`config.mk`:
```
export PLATFORM = sky130hd
export DESIGN_NAME = dmem_port_arbiter
export DESIGN_NICKNAME = d
export VERILOG_FILES = /design/src/rtl/dmem_port_arbiter.sv
export SDC_FILE = /design/constraint.sdc
export NUM_CORES = 1
export LEC_CHECK = 0
export ABC_AREA = 1
export ABC_CLOCK_PERIOD_IN_PS = 1570
export CAP_MARGIN = 10
export CORE_AREA = 2 2 118 120
export CTS_CLUSTER_DIAMETER = 80
export DETAILED_ROUTE_END_ITERATION = 6
export DIE_AREA = 0 0 120 122
export PLACE_DENSITY = 0.62
export SLEW_MARGIN = 20
export SYNTH_ARGS = -nofsm -noshare
export SYNTH_HDL_FRONTEND = slang
export SYNTH_SLANG_ARGS = --single-unit
export TNS_END_PERCENT = 5
```
`constraint.sdc`:
```
create_clock -name clk -period 1.57 [get_ports clk]
set_input_delay 0.314 -clock clk [delete_from_list [all_inputs] [get_ports clk]]
set_output_delay 0.314 -clock clk [all_outputs]
set_load 0.02 [all_outputs]
```
`src/rtl/dmem_port_arbiter.sv`:
```
// Shares the data-memory SRAM port between the CPU MEM stage (fixed priority) and an
// external master (starvation-forced and locked-burst grants). Optional perf counters: DMEM_ARB_PERF_CNT_EN.
module dmem_port_arbiter #(
  parameter int DATA_W   = 32,
  parameter int MAX_WAIT = 8,
  parameter int MAX_LOCK = 4
) (
  input  logic              clk,
  input  logic              arst_n,
  input  logic              cpu_req_valid,
  input  logic              cpu_wen,
  input  logic [DATA_W-1:0] cpu_addr,
  input  logic [DATA_W-1:0] cpu_wdata,
  output logic [DATA_W-1:0] cpu_rdata,
  output logic              cpu_stall,
  input  logic              ext_req_valid,
  input  logic              ext_wen,
  input  logic              ext_lock,
  input  logic [DATA_W-1:0] ext_addr,
  input  logic [DATA_W-1:0] ext_wdata,
  output logic              ext_ready,
  output logic              ext_rvalid,
  output logic [DATA_W-1:0] ext_rdata,
  output logic [DATA_W-1:0] mem_addr,
  output logic              mem_wen,
  output logic              mem_ren,
  output logic [DATA_W-1:0] mem_wdata,
`ifdef DMEM_ARB_PERF_CNT_EN
  input  logic              perf_clr,
  output logic [31:0]       cpu_stall_cnt,
  output logic [31:0]       ext_wait_cnt,
`endif
  input  logic [DATA_W-1:0] mem_rdata
);

  localparam int WAIT_W = $clog2(MAX_WAIT) + 1;
  localparam int LOCK_W = $clog2(MAX_LOCK) + 1;

  localparam logic [1:0] ST_CPU_PRI   = 2'd0;
  localparam logic [1:0] ST_EXT_FORCE = 2'd1;
  localparam logic [1:0] ST_EXT_LOCK  = 2'd2;

  localparam logic [WAIT_W-1:0] WAIT_ONE  = WAIT_W'(1);
  localparam logic [WAIT_W-1:0] WAIT_LAST = WAIT_W'(MAX_WAIT - 1);
  localparam logic [LOCK_W-1:0] LOCK_ONE  = LOCK_W'(1);
  localparam logic [LOCK_W-1:0] LOCK_LAST = LOCK_W'(MAX_LOCK - 1);
  // A one-beat burst limit means a locked beat never opens a burst.
  localparam logic              LOCK_OK   = (MAX_LOCK > 1);

  logic [1:0]        state_q, state_d;
  logic [WAIT_W-1:0] wait_cnt_q, wait_cnt_d;
  logic [LOCK_W-1:0] lock_cnt_q, lock_cnt_d;
  logic              rsp_valid_q, rsp_valid_d;
  logic              rsp_owner_q, rsp_owner_d;
  logic [DATA_W-1:0] cpu_rdata_q, cpu_rdata_d;

  logic ext_pri, ext_gnt, cpu_gnt;

  always_comb begin
    ext_pri = (state_q != ST_CPU_PRI);
    ext_gnt = ext_req_valid & (ext_pri | ~cpu_req_valid);
    cpu_gnt = cpu_req_valid & ~ext_gnt;
  end

  assign cpu_stall = cpu_req_valid & ~cpu_gnt;
  assign ext_ready = ext_gnt;

  always_comb begin
    mem_addr  = '0;
    mem_wdata = '0;
    mem_wen   = 1'b0;
    mem_ren   = 1'b0;
    if (ext_gnt) begin
      mem_addr  = ext_addr;
      mem_wdata = ext_wdata;
      mem_wen   = ext_wen;
      mem_ren   = ~ext_wen;
    end else if (cpu_gnt) begin
      mem_addr  = cpu_addr;
      mem_wdata = cpu_wdata;
      mem_wen   = cpu_wen;
      mem_ren   = ~cpu_wen;
    end
  end

  always_comb begin
    state_d    = state_q;
    lock_cnt_d = lock_cnt_q;
    // Any grant or an idle ext cycle restarts the count, so a force never follows a burst directly.
    wait_cnt_d = (ext_req_valid & ~ext_gnt) ? wait_cnt_q + WAIT_ONE : '0;
    case (state_q)
      ST_CPU_PRI: begin
        if (ext_gnt && ext_lock && LOCK_OK) begin
          state_d    = ST_EXT_LOCK;
          lock_cnt_d = LOCK_ONE;
        end else if (ext_req_valid && !ext_gnt && wait_cnt_q == WAIT_LAST) begin
          state_d = ST_EXT_FORCE;
        end
      end
      ST_EXT_FORCE: begin
        if (ext_gnt && ext_lock && LOCK_OK) begin
          state_d    = ST_EXT_LOCK;
          lock_cnt_d = LOCK_ONE;
        end else begin
          state_d = ST_CPU_PRI;
        end
      end
      ST_EXT_LOCK: begin
        if (!ext_req_valid || !ext_lock || lock_cnt_q == LOCK_LAST) begin
          state_d    = ST_CPU_PRI;
          lock_cnt_d = '0;
        end else begin
          lock_cnt_d = lock_cnt_q + LOCK_ONE;
        end
      end
      default: begin
        state_d    = ST_CPU_PRI;
        lock_cnt_d = '0;
      end
    endcase
  end

  // Read data returns one cycle after the issuing beat; rsp_owner steers it.
  always_comb begin
    rsp_valid_d = mem_ren;
    rsp_owner_d = mem_ren ? ext_gnt : rsp_owner_q;
    cpu_rdata_d = (rsp_valid_q & ~rsp_owner_q) ? mem_rdata : cpu_rdata_q;
  end

  assign cpu_rdata  = cpu_rdata_d;
  assign ext_rvalid = rsp_valid_q & rsp_owner_q;
  assign ext_rdata  = ext_rvalid ? mem_rdata : '0;

  always_ff @(posedge clk or negedge arst_n) begin
    if (!arst_n) begin
      state_q     <= ST_CPU_PRI;
      wait_cnt_q  <= '0;
      lock_cnt_q  <= '0;
      rsp_valid_q <= 1'b0;
      rsp_owner_q <= 1'b0;
      cpu_rdata_q <= '0;
    end else begin
      state_q     <= state_d;
      wait_cnt_q  <= wait_cnt_d;
      lock_cnt_q  <= lock_cnt_d;
      rsp_valid_q <= rsp_valid_d;
      rsp_owner_q <= rsp_owner_d;
      cpu_rdata_q <= cpu_rdata_d;
    end
  end

`ifdef DMEM_ARB_PERF_CNT_EN
  logic [31:0] cpu_stall_cnt_q, cpu_stall_cnt_d;
  logic [31:0] ext_wait_cnt_q, ext_wait_cnt_d;

  always_comb begin
    cpu_stall_cnt_d = cpu_stall_cnt_q;
    ext_wait_cnt_d  = ext_wait_cnt_q;
    if (perf_clr) begin
      cpu_stall_cnt_d = '0;
      ext_wait_cnt_d  = '0;
    end else begin
      if (cpu_stall && !(&cpu_stall_cnt_q))
        cpu_stall_cnt_d = cpu_stall_cnt_q + 32'd1;
      if (ext_req_valid && !ext_gnt && !(&ext_wait_cnt_q))
        ext_wait_cnt_d = ext_wait_cnt_q + 32'd1;
    end
  end

  always_ff @(posedge clk or negedge arst_n) begin
    if (!arst_n) begin
      cpu_stall_cnt_q <= '0;
      ext_wait_cnt_q  <= '0;
    end else begin
      cpu_stall_cnt_q <= cpu_stall_cnt_d;
      ext_wait_cnt_q  <= ext_wait_cnt_d;
    end
  end

  assign cpu_stall_cnt = cpu_stall_cnt_q;
  assign ext_wait_cnt  = ext_wait_cnt_q;
`endif

endmodule

```
# Word level (Yosys, flattened, before mapping)
# Index checks and enable logic that the tools add are counted.
dict set report totals {
  reg_bits 43
  output_inout_bits 133
  elab_cells 59
}
dict set report op_classes {
  add_sub_neg 2
  eq_ne 7
  n_mux 19
  bitwise 13
  n_reduce_logical 12
}
# cell count
set op_table {}
lappend op_table {{$mux W32} 6}
lappend op_table {{$mux W2} 4}
lappend op_table {{$and A1 B1 Y1} 6}
lappend op_table {{$mux W3} 2}
lappend op_table {{$not A1 Y1} 6}
lappend op_table {{$pmux W2 S3} 1}
lappend op_table {{$pmux W3 S2} 1}
lappend op_table {{$add A4 B1 Y4 const B} 1}
lappend op_table {{$eq A4 B3 Y1 const B} 1}
lappend op_table {{$mux W1} 4}
lappend op_table {{$mux W4} 1}
lappend op_table {{$add A3 B1 Y3 const B} 1}
lappend op_table {{$eq A3 B2 Y1 const B} 1}
lappend op_table {{$logic_and A1 B1 Y1} 3}
lappend op_table {{$logic_not A1 Y1} 3}
lappend op_table {{$ne A3 B3 Y1 const B} 1}
lappend op_table {{$eq A2 B1 Y1 const B} 1}
lappend op_table {{$eq A2 B2 Y1 const B} 1}
lappend op_table {{$logic_not A2 Y1} 1}
lappend op_table {{$logic_or A1 B1 Y1} 2}
lappend op_table {{$ne A2 B1 Y1 const B} 1}
lappend op_table {{$ne A2 B2 Y1 const B} 1}
lappend op_table {{$reduce_and A2 Y1} 1}
lappend op_table {{$reduce_bool A2 Y1} 1}
lappend op_table {{other kinds (2)} 2}

# Depth between registers and ports, before layout
dict set report depth {
  depth_word 9
  mapped_depth 8
  mapped_depth_nobuf 7
}

# Worst setup path after synthesis
# OpenSTA, ideal clock, no wires.
dict set report synth_timing {
  path_type {register to output}
  startpoint {reg rsp_owner_q}
  endpoint {out cpu_rdata[10]}
  arrival_ns 1.281
  setup_slack_ns -0.025
  path_stages_with_launch 5
  path_buffers 1
  path_cell_list {dfrtp_1 inv_1 nand2_1 clkbuf_1 o21ai_0}
}
dict set report synth_via {
  elab_chain_len 3
}
# element line
set synth_rtl {}
lappend synth_rtl {{start: declaration} 54} ;# logic rsp_owner_q, rsp_owner_d;
lappend synth_rtl {{start signal: assignment} 147} ;# rsp_owner_q <= rsp_owner_d;
lappend synth_rtl {{$not A1 Y1} 127} ;# cpu_rdata_d = (rsp_valid_q & ~rsp_owner_q) ? mem_rdata : cpu_rdata_q;
lappend synth_rtl {{$and A1 B1 Y1} 127}
lappend synth_rtl {{$mux W32} 127}
lappend synth_rtl {{end: declaration} 14} ;# output logic [DATA_W-1:0] cpu_rdata,
# Every way passes these cells.

# Worst setup path after layout
dict set report layout_timing {
  startpoint {reg state_q[0]}
  endpoint {out mem_ren}
}
dict set report layout_via {
  elab_chain_len 7
}
# element line
set layout_rtl {}
lappend layout_rtl {{start: declaration} 50} ;# logic [1:0] state_q, state_d;
lappend layout_rtl {{start signal: assignment} 143} ;# state_q <= state_d;
lappend layout_rtl {{$reduce_bool A2 Y1 *} 60} ;# ext_pri = (state_q != ST_CPU_PRI);
lappend layout_rtl {{$or A1 B1 Y1 *} 61} ;# ext_gnt = ext_req_valid & (ext_pri | ~cpu_req_valid);
lappend layout_rtl {{$and A1 B1 Y1 *} 61}
lappend layout_rtl {{$not A1 Y1} 62} ;# cpu_gnt = cpu_req_valid & ~ext_gnt;
lappend layout_rtl {{$and A1 B1 Y1} 62}
lappend layout_rtl {{$mux W1} 78} ;# end else if (cpu_gnt) begin
lappend layout_rtl {{$mux W1 *} 73} ;# if (ext_gnt) begin
lappend layout_rtl {{end: declaration} 26} ;# output logic mem_ren,
# Mark *: on every way between the ends. The rest lies on a longest branch, timed or not.

==> flow_summary.yaml <==
outcome:
  status: "complete, but fails checks"
  violations: "setup timing"
timing:
  slew_headroom: 0.625
  setup_ws_ps: -384
  setup_viol_count_final: 133
  fin_skew_ps: 5.25
  layout_worst_path_cycle_share: 1.24
  worstMarginPinSlew_ps: 563
  min_period_ps: 1950
  fmax_mhz: 512
  slew_violations: 0
  rsz0062_at_grt: "true"
  hold_viol: 0
pwr:
  power_leakage_nw: 3.66
  powerDensity_mw_per_mm2: 869
  p_total_w: 0.00608
  peakVddDrop_uv: 414
cts:
  root_buffer: "clkbuf_16"
  cts_hold_buf: 0
  htree_levels: 2
  cts_tree: "done"
  clk-insertion-delay-late_ps: 280
  cts_buffer_depth: 2
  cts.clk_slew.worst_paths_ps: 60
  cts-buffers-inserted: 5
  cts.sinks: 43
drt:
  drtPass1Iterations: 4
  route.antenna.remaining_nets: 0
  wl_per_cell_um: 14.0
  drtIter0Drc: 123
  via_count: 4251
  drc_errors: 0
  drt-total-wl_um: 13800
  viasPerCell: 4.31
worst_setup_path:
  worstSetupEndpointType: "output port"
  cp.arrival_ps: 1640
  cp-start-kind: "flip-flop"
  path_class: "flip-flop to output port"
  worstPathRequired_ps: 1260
  path_max_fanout: 7
floorplan:
  start_util: 0.208
  boundaryPins: 300
  num_rows: 43
  die_h_um: 122
  die_w_um: 120
  coreArea_mm2: 0.0135
  die_area_mm2: 0.0146
yosys:
  synth_seq_cells: 43
  async_flop_share: 1.00
  ys_types: 16
  syn_inst: 449
  synth_edf_count: 0
  ys.flop_type: "dfrtp_1"
  ys_seq_area_frac: 0.383
  yosysMostFrequentCell: "nand2_1"
  ys_top_cells_by_count: "nand2_1, nand3_1, inv_1"
  synth_top_area_share: 0.383
  yosysWarnings: 0
  synth_top_cell_by_area: "dfrtp_1"
  avgSynthCellArea_um2: 6.26
  syn_nets: 619
  netlist_area_mm2: 0.00281
  synthTopCellsByArea: "dfrtp_1, nand2_1, nand3_1"
cells_and_area:
  final_nets: 976
  antennaDiodeCount: 0
  fin_area_mm2: 0.00699
  syn2layout_area_growth_pct: 149
  drive_gt1_frac: 0.371
  stdcell_count: 987
  final_core_util: 0.518
global_routing:
  grt_pass1_vias: 4181
  grt_start_max_net_pins: 51
  overflow: 0
  grt.total_usage: 0.178
  grt_pass1_wl_um: 20800
  antenna_found_initial: 0
placement:
  place.gp.congestion: 0.810
  dp_cells: 964
  placed_area_mm2: 0.00645
  numPortBuffers: 299
  hpwlAfterDp_um: 10500
  dp_slack_ps: -795
run:
  maxCapViolations: 0
worst_hold_path:
  min_path_type: "input pin to async pin"
-- where the power goes --
part | total, W | switching, W | internal, W
registers | 0.00145 | 0.0000792 | 0.00137
clock network | 0.00123 | 0.000434 | 0.000800
logic | 0.00340 | 0.00162 | 0.00177
total | 0.00608 | 0.00214 | 0.00394
-- state kept, by name (all words and copies together) (netlist names) --
register,flops
cpu_rdata_q,32
rsp_owner_q,1
rsp_valid_q,1
lock_cnt_q,3
wait_cnt_q,4
state_q,2
-- routing by layer --
metal / track usage / vias to the layer above / share of wire
met1: 0.208 / 1932 / 0.39
li1: - / 2113 / -
met5: 0 / - / 0
met2: 0.319 / 188 / 0.51
met3: 0.0482 / 18 / 0.085
met4: 0.0493 / 0 / 0.021
-- cell families after synthesis --
family,synth area share
DFF,0.383
adders and majority gates,0.0133
and+or+nand+nor,0.416
buffers and inverters,0.120
AOI/OAI and AO/OA,0.0676
-- critical path, stage by stage (launching register included) --
cell	delay [ps]
dfrtp_1	390
nor2_1	120
nand2_1	110
nand2_4	120
buf_12	110
inv_8	40
buf_6	130
nand2_4	60
buf_6	100
nand2_4	50
buf_6	130
-- path summary, 6_finish.rpt --
| path | start | end | slack (ps) | cells past startpoint |
|---|---|---|---|---|
| max | state_q[0] | mem_ren | -380 | 10 |
| max in group asynchronous | arst_n | rsp_valid_q | 1080 | 2 |
| min in group clk | wait_cnt_q[3] | state_q[0] | 480 | 1 |
| min reg2reg | wait_cnt_q[3] | state_q[0] | 480 | 1 |
| min | arst_n | cpu_rdata_q[17] | 100 | 2 |
| max reg2reg | state_q[0] | lock_cnt_q[0] | 70 | 10 |
-- metrics by stage --
step                      TNS [ps]  hold slack, ps
final                       -26270             101
after global routing        -37770             168
after CTS                   -30670             119
after detailed placement    -71140             424
after global placement      -69520             419
after floorplan               -799            18.4
-- what timing repair did --
item | in CTS | in global routing
resized for setup | 786 | 43
gates cloned | 4 | 0
setup buffers | 15 | 0
setup endpoints to repair | 133 | 143
pin swaps | 14 | 12
-- cell type report --
| cell class | count | area [µm²] |
|---|---|---|
| tap | 180 | 225 |
| clock inverter | 2 | 38.8 |
| clock buffer | 6 | 139 |
| sequential | 43 | 1080 |
| multi-input combinational | 328 | 1670 |
| timing repair buffer | 380 | 3650 |
| inverter | 48 | 190 |
| fill | 1264 | 6510 |
-- cells in the final DEF (no fill, tap or decap) --
cell             instances
o21ai_0                  1
nand3_2                  9
inv_2                    1
bufinv_16                1
dfrtp_1                 43
inv_4                    1
nand4_1                  1
nand2_2                 26
buf_2                   47
buf_16                   4
clkbuf_8                 1
inv_1                   45
inv_6                    1
ha_1                     3
buf_6                   73
nand2_1                143
nand3_1                 61
nand2_4                  7
buf_12                  11
buf_4                   79
nor3_2                   1
o21ai_1                  9
inv_8                    1
clkbuf_16                5
clkdlybuf4s50_1        163
a21oi_2                  1
nor2_1                  38
buf_8                    2
dlygate4sd2_1            1
o21ai_2                 27
nor2_2                   1
(Power assumes the default switching activity.)
